==> src/rtl/branch_predict_ctrl.sv <==
// ============================================================================
// Module   : branch_predict_ctrl
// Brief    : Direct-mapped 2-bit counter branch predictor with BTB and
//            E-stage misprediction recovery for a 5-stage RISC-V pipeline.
// Revision : 1.0
// ============================================================================
`default_nettype none

module branch_predict_ctrl #(
    parameter int IDX_W = 4,
    parameter int TAG_W = 8,
    parameter int CNT_W = 16
) (
    input  logic             clk,
    input  logic             rst,
    input  logic [31:0]      pcF,
    output logic             predict_taken_F,
    output logic [31:0]      predict_target_F,
    input  logic             ex_valid,
    input  logic             ex_is_branch,
    input  logic [31:0]      ex_pc,
    input  logic             ex_taken,
    input  logic [31:0]      ex_target,
    input  logic             ex_pred_taken,
    input  logic [31:0]      ex_pred_target,
    output logic             predict_fail,
    output logic [1:0]       pcmux_sel_out,
    output logic [31:0]      redirect_pc,
    output logic             flush_D,
    output logic             flush_E,
    output logic [CNT_W-1:0] br_cnt,
    output logic [CNT_W-1:0] miss_cnt
);

    localparam int         c_ENTRIES  = 1 << IDX_W;
    localparam logic [1:0] c_SEL_PC4  = 2'd0;
    localparam logic [1:0] c_SEL_PRED = 2'd1;
    localparam logic [1:0] c_SEL_EXT  = 2'd2;
    localparam logic [1:0] c_SEL_EXN  = 2'd3;
    localparam logic [1:0] c_CTR_WNT  = 2'b01;
    localparam logic [1:0] c_CTR_WT   = 2'b10;

    logic             r_valid_q  [c_ENTRIES];
    logic [TAG_W-1:0] r_tag_q    [c_ENTRIES];
    logic [31:0]      r_target_q [c_ENTRIES];
    logic [1:0]       r_ctr_q    [c_ENTRIES];
    logic [CNT_W-1:0] r_br_cnt_q;
    logic [CNT_W-1:0] r_miss_cnt_q;

    logic             w_valid_d  [c_ENTRIES];
    logic [TAG_W-1:0] w_tag_d    [c_ENTRIES];
    logic [31:0]      w_target_d [c_ENTRIES];
    logic [1:0]       w_ctr_d    [c_ENTRIES];
    logic [CNT_W-1:0] w_br_cnt_d;
    logic [CNT_W-1:0] w_miss_cnt_d;

    logic [IDX_W-1:0] w_idx_f;
    logic [TAG_W-1:0] w_tag_f;
    logic [IDX_W-1:0] w_idx_e;
    logic [TAG_W-1:0] w_tag_e;
    logic             w_hit_f;
    logic             w_hit_e;
    logic             w_br_fail;
    logic             w_alias_fail;

    assign w_idx_f = pcF[IDX_W+1:2];
    assign w_tag_f = pcF[IDX_W+TAG_W+1:IDX_W+2];
    assign w_idx_e = ex_pc[IDX_W+1:2];
    assign w_tag_e = ex_pc[IDX_W+TAG_W+1:IDX_W+2];

    assign w_hit_f = r_valid_q[w_idx_f] && (r_tag_q[w_idx_f] == w_tag_f);
    assign w_hit_e = r_valid_q[w_idx_e] && (r_tag_q[w_idx_e] == w_tag_e);

    assign predict_taken_F  = w_hit_f && r_ctr_q[w_idx_f][1];
    assign predict_target_F = predict_taken_F ? r_target_q[w_idx_f] : 32'd0;

    assign w_br_fail    = ex_valid && ex_is_branch &&
                          ((ex_taken != ex_pred_taken) ||
                           (ex_taken && (ex_pred_target != ex_target)));
    // A predicted-taken non-branch means the BTB entry belongs to another PC.
    assign w_alias_fail = ex_valid && !ex_is_branch && ex_pred_taken;
    assign predict_fail = w_br_fail || w_alias_fail;
    assign flush_D      = predict_fail;
    assign flush_E      = predict_fail;

    always_comb begin
        pcmux_sel_out = c_SEL_PC4;
        redirect_pc   = 32'd0;
        if (predict_fail && ex_is_branch && ex_taken) begin
            pcmux_sel_out = c_SEL_EXT;
            redirect_pc   = ex_target;
        end else if (predict_fail) begin
            pcmux_sel_out = c_SEL_EXN;
            redirect_pc   = ex_pc + 32'd4;
        end else if (predict_taken_F) begin
            pcmux_sel_out = c_SEL_PRED;
        end
    end

    always_comb begin
        w_valid_d    = r_valid_q;
        w_tag_d      = r_tag_q;
        w_target_d   = r_target_q;
        w_ctr_d      = r_ctr_q;
        w_br_cnt_d   = r_br_cnt_q;
        w_miss_cnt_d = r_miss_cnt_q;
        if (ex_valid) begin
            if (ex_is_branch) begin
                if (w_hit_e) begin
                    if (ex_taken) begin
                        if (r_ctr_q[w_idx_e] != 2'b11) begin
                            w_ctr_d[w_idx_e] = r_ctr_q[w_idx_e] + 2'd1;
                        end
                        w_target_d[w_idx_e] = ex_target;
                    end else if (r_ctr_q[w_idx_e] != 2'b00) begin
                        w_ctr_d[w_idx_e] = r_ctr_q[w_idx_e] - 2'd1;
                    end
                end else if (ex_taken) begin
                    w_valid_d[w_idx_e]  = 1'b1;
                    w_tag_d[w_idx_e]    = w_tag_e;
                    w_target_d[w_idx_e] = ex_target;
                    w_ctr_d[w_idx_e]    = c_CTR_WT;
                end
                if (r_br_cnt_q != {CNT_W{1'b1}}) begin
                    w_br_cnt_d = r_br_cnt_q + 1'b1;
                end
            end else if (ex_pred_taken) begin
                w_valid_d[w_idx_e] = 1'b0;
            end
        end
        if (predict_fail && (r_miss_cnt_q != {CNT_W{1'b1}})) begin
            w_miss_cnt_d = r_miss_cnt_q + 1'b1;
        end
    end

    always_ff @(posedge clk) begin
        if (rst) begin
            for (int i = 0; i < c_ENTRIES; i++) begin
                r_valid_q[i]  <= 1'b0;
                r_tag_q[i]    <= '0;
                r_target_q[i] <= 32'd0;
                r_ctr_q[i]    <= c_CTR_WNT;
            end
            r_br_cnt_q   <= '0;
            r_miss_cnt_q <= '0;
        end else begin
            r_valid_q    <= w_valid_d;
            r_tag_q      <= w_tag_d;
            r_target_q   <= w_target_d;
            r_ctr_q      <= w_ctr_d;
            r_br_cnt_q   <= w_br_cnt_d;
            r_miss_cnt_q <= w_miss_cnt_d;
        end
    end

    assign br_cnt   = r_br_cnt_q;
    assign miss_cnt = r_miss_cnt_q;

endmodule

`default_nettype wire

==> config.mk <==
export PLATFORM = sky130hd
export DESIGN_NAME = branch_predict_ctrl
export DESIGN_NICKNAME = d
export VERILOG_FILES = /design/src/rtl/branch_predict_ctrl.sv
export SDC_FILE = /design/constraint.sdc
export NUM_CORES = 2
export LEC_CHECK = 0
export CAP_MARGIN = 20
export CORE_UTILIZATION = 51
export CTS_CLUSTER_SIZE = 8
export DETAILED_ROUTE_END_ITERATION = 6
export PLACE_DENSITY = 0.78
export REMOVE_ABC_BUFFERS = 1
export SLEW_MARGIN = 30
export SYNTH_ARGS = -nofsm -noshare
export SYNTH_HDL_FRONTEND = slang
export SYNTH_SLANG_ARGS = --single-unit
==> constraint.sdc <==
create_clock -name clk -period 4.4 [get_ports clk]
set_clock_uncertainty 0.1 [all_clocks]
set_input_delay 0.44 -clock clk [delete_from_list [all_inputs] [get_ports clk]]
set_output_delay 0.44 -clock clk [all_outputs]
set_load 0.02 [all_outputs]
==> flow_summary.json <==
{
  "synth_compound_area_share_pct": 11.2,
  "yosysWarnings": 0,
  "synth-simple-area-share_pct": 17.9,
  "fp.coreArea_um2": 65900,
  "grt_max_degree": 193,
  "ys_top_cells_by_area": "dfxtp_1 (42%), mux4_2 (16%), nand2_1 (13%), a21oi_1 (8.0%), mux2i_1 (5.0%)",
  "hold_viol": 0,
  "hp-class": "in2reg",
  "antenna_found_initial": 1,
  "slew_headroom_pct": 39.2,
  "synth_xor_area_share_pct": 2.45,
  "ys_seq_elements": 720,
  "io_buffers": 215,
  "place_area_um2": 37500,
  "p_leak_uw": 0.0138,
  "ctsRootBufferMaster": "clkbuf_16",
  "min_to": "r_target_q[370]",
  "grt-ovfl-total": 0,
  "met2_usage_pct": 52.3,
  "finalWirelength_um": 115000,
  "synth_fa_ha_area_share_pct": 0.295,
  "grt_busiest_layer": "met2",
  "routedWlPerCell_um": 23.8,
  "critical_path_class": "in2out",
  "worstPathArrival_ns": 3.80,
  "vias_per_cell": 6.25,
  "synth.largest_area_cell": "dfxtp_1",
  "setup_violations": 0,
  "ys_async_sr_fraction_pct": 0,
  "area_delta_synth_final_pct": 18.6,
  "crit-reg2reg-capture": "r_tag_q[87]",
  "status": "completed",
  "tightest_slew_ns": 0.912,
  "die-width_um": 260,
  "nets": 4090,
  "insertedDiodeCount": 0,
  "start_util_pct": 51.5,
  "finalPower_uw": 14500,
  "h-tree-depth": 3,
  "cts_tree": "yes",
  "cap_violations": 0,
  "r2r_setup_slack_ns": 1.13,
  "rsz0062_at_grt": "false",
  "cp-start-kind": "input port",
  "drtPass1Iterations": 6,
  "r2r_cells": 11,
  "synthMuxAreaShare_pct": 21.1,
  "met1_usage_pct": 43.2,
  "period_share_pct": 98.6,
  "synth_edf_count": 0,
  "die_h_um": 260,
  "ant_nets": 0,
  "post-route-cell-area_um2": 40300,
  "cp-end-kind": "output pin",
  "syn_area_per_cell_um2": 8.89,
  "final_layout_size_suffix_gt1_share_pct": 15.4,
  "hold_buffers": 0,
  "finalMaxSlewViolations": 0,
  "cts_buffer_depth": 3,
  "globalplace.congestion": 0.904,
  "dieArea_um2": 67600,
  "hpwlAfterDp_um": 70300,
  "cts_made_buffers": 100,
  "gr-usage-met3_pct": 7.00,
  "clock_latency_ns": 0.66,
  "synth_top_family_by_area": "multiplexers",
  "grt_pass1_wl_um": 172000,
  "ys.flop_type": "dfxtp_1",
  "vias": 30100,
  "synth_area_um2": 33900,
  "post-route-min-period_ns": 4.34,
  "hp-start": "rst",
  "post-route-util_pct": 61.1,
  "first_iter_violations": 3843,
  "track_usage_pct": 33.4,
  "rows": 94,
  "min_path_cells": 2,
  "fmax_mhz": 230,
  "grt_pass1_vias": 29100,
  "cp.required_ns": 3.86,
  "drcViolationCount": 0,
  "cts_sinks": 720,
  "crit_path_max_fanout": 5,
  "synth-seq-area-share_pct": 42.5,
  "p_per_area_nw_per_um2": 361,
  "path_clk_slew_ns": 0.05,
  "synth_top_area_share_pct": 42.5,
  "io_pins": 236,
  "syn_inst": 3819,
  "cts_setup_buffers": 0,
  "vdd_drop_max_mv": 0.281,
  "r2r-start": "r_tag_q[72]",
  "synth_cell_types": 56
}
-- area by class of cell --
cell class / instances / area (um^2)
multi-input cells: 2707 / 18200
flip-flops and latches: 720 / 14400
fillers: 5290 / 25600
well taps: 864 / 1080
clock inverters: 7 / 101
repair buffers: 390 / 3780
inverters: 29 / 109
clock buffers: 103 / 2530
-- logic make-up after synthesis --
group                    Yosys count
flip-flops                       720
XOR/XNOR                          95
AND/OR/NAND/NOR                 1503
multiplexers                     413
buffers and inverters            392
adder cells (fa/ha/maj)            8
AO/OA/AOI/OAI                    688
-- power by group --
part,switching (uW),leakage [uW],internal (uW),total (uW)
combinational,715,0.00675,406,1120
sequential,18.9,0.00580,6560,6580
clock,2800,0.00129,4030,6830
total,3540,0.0138,11000,14500
-- per-layer routing --
| metal | vias up | share of wire, % |
|---|---|---|
| li1 | 13300 | - |
| met3 | 412 | 12 |
| met1 | 14500 | 37 |
| met5 | - | 0 |
| met2 | 1961 | 46 |
| met4 | 0 | 5.4 |
-- sequential cells by signal, indices dropped and copies added (netlist names), named ones only --
| register | flops |
|---|---|
| br_cnt | 16 |
| miss_cnt | 16 |
| r_ctr_q | 32 |
| r_tag_q | 128 |
| r_target_q | 512 |
-- synth_stat cells (11+ instances only) --
master       n
buf_2       16
a21oi_2     16
o21ai_0     41
mux2i_1    168
a22oi_1     11
buf_1       29
nor2b_1     40
nor2_1     191
inv_1       29
xnor2_1     24
nand2_1   1142
o31ai_1     18
o22ai_1     15
xor2_1      71
dfxtp_1    720
mux4_2     241
nand4_1     14
a21oi_1    541
nand3_1     52
o221ai_2    11
clkbuf_1   307
-- worst max path at each step --
stage | from | end | slack, ns | cells past startpoint
after floorplan | ex_pc[5] | r_ctr_q[10] | -0.64 | 8
final | ex_target[18] | redirect_pc[0] | 0.06 | 10
after global placement | ex_target[4] | redirect_pc[23] | -0.37 | 12
after CTS | r_tag_q[67] | predict_target_F[7] | 0.02 | 8
after global routing | ex_target[28] | redirect_pc[10] | 0.02 | 10
after detailed placement | ex_target[18] | redirect_pc[23] | -0.30 | 11
-- metrics by stage --
step / worst slack, ns / hold slack, ns / instances / setup TNS (ns)
CTS: 0.0250 / 0.150 / 4820 / 0
floorplan: -0.637 / 0.327 / 3456 / -19.54
finish: 0.0597 / 0.171 / 4820 / 0
global route: 0.0231 / 0.180 / 4820 / 0
global placement: -0.370 / 0.338 / 4710 / -0.507
detailed placement: -0.297 / 0.344 / 4710 / -0.410
-- cell usage in the layout (no fill, tap or decap), types with 16 or more instances in the layout --
| cell type | instances |
|---|---|
| dlymetal6s2s_1 | 33 |
| a21oi_1 | 541 |
| clkbuf_16 | 101 |
| xnor2_1 | 24 |
| xor2_1 | 70 |
| inv_1 | 29 |
| o31ai_1 | 18 |
| buf_12 | 19 |
| a21oi_2 | 16 |
| nor2_1 | 174 |
| nor2b_1 | 40 |
| mux4_2 | 241 |
| dfxtp_1 | 720 |
| o21ai_0 | 40 |
| buf_4 | 159 |
| nand3_2 | 16 |
| nor2_4 | 17 |
| nand3_1 | 36 |
| nand2_1 | 1141 |
| mux2i_1 | 168 |
| clkdlybuf4s50_1 | 173 |
-- critical path, cell delays in order --
cell and delay [ns]:
clkdlybuf4s50_1 0.66, xor2_2 0.24, nor4_4 0.39, nand4_1 0.21
nor3_1 0.27, buf_4 0.23, o21ai_0 0.09, o21ai_0 0.48
buf_4 0.20, clkdlybuf4s50_1 0.59
-- repair_timing --
item / in CTS / in global routing
gates cloned: 0 / 0
pin swaps: 1 / 0
endpoints found under the setup margin: 42 / 39
resized for setup: 5 / 36
(Power assumes the default switching activity.)
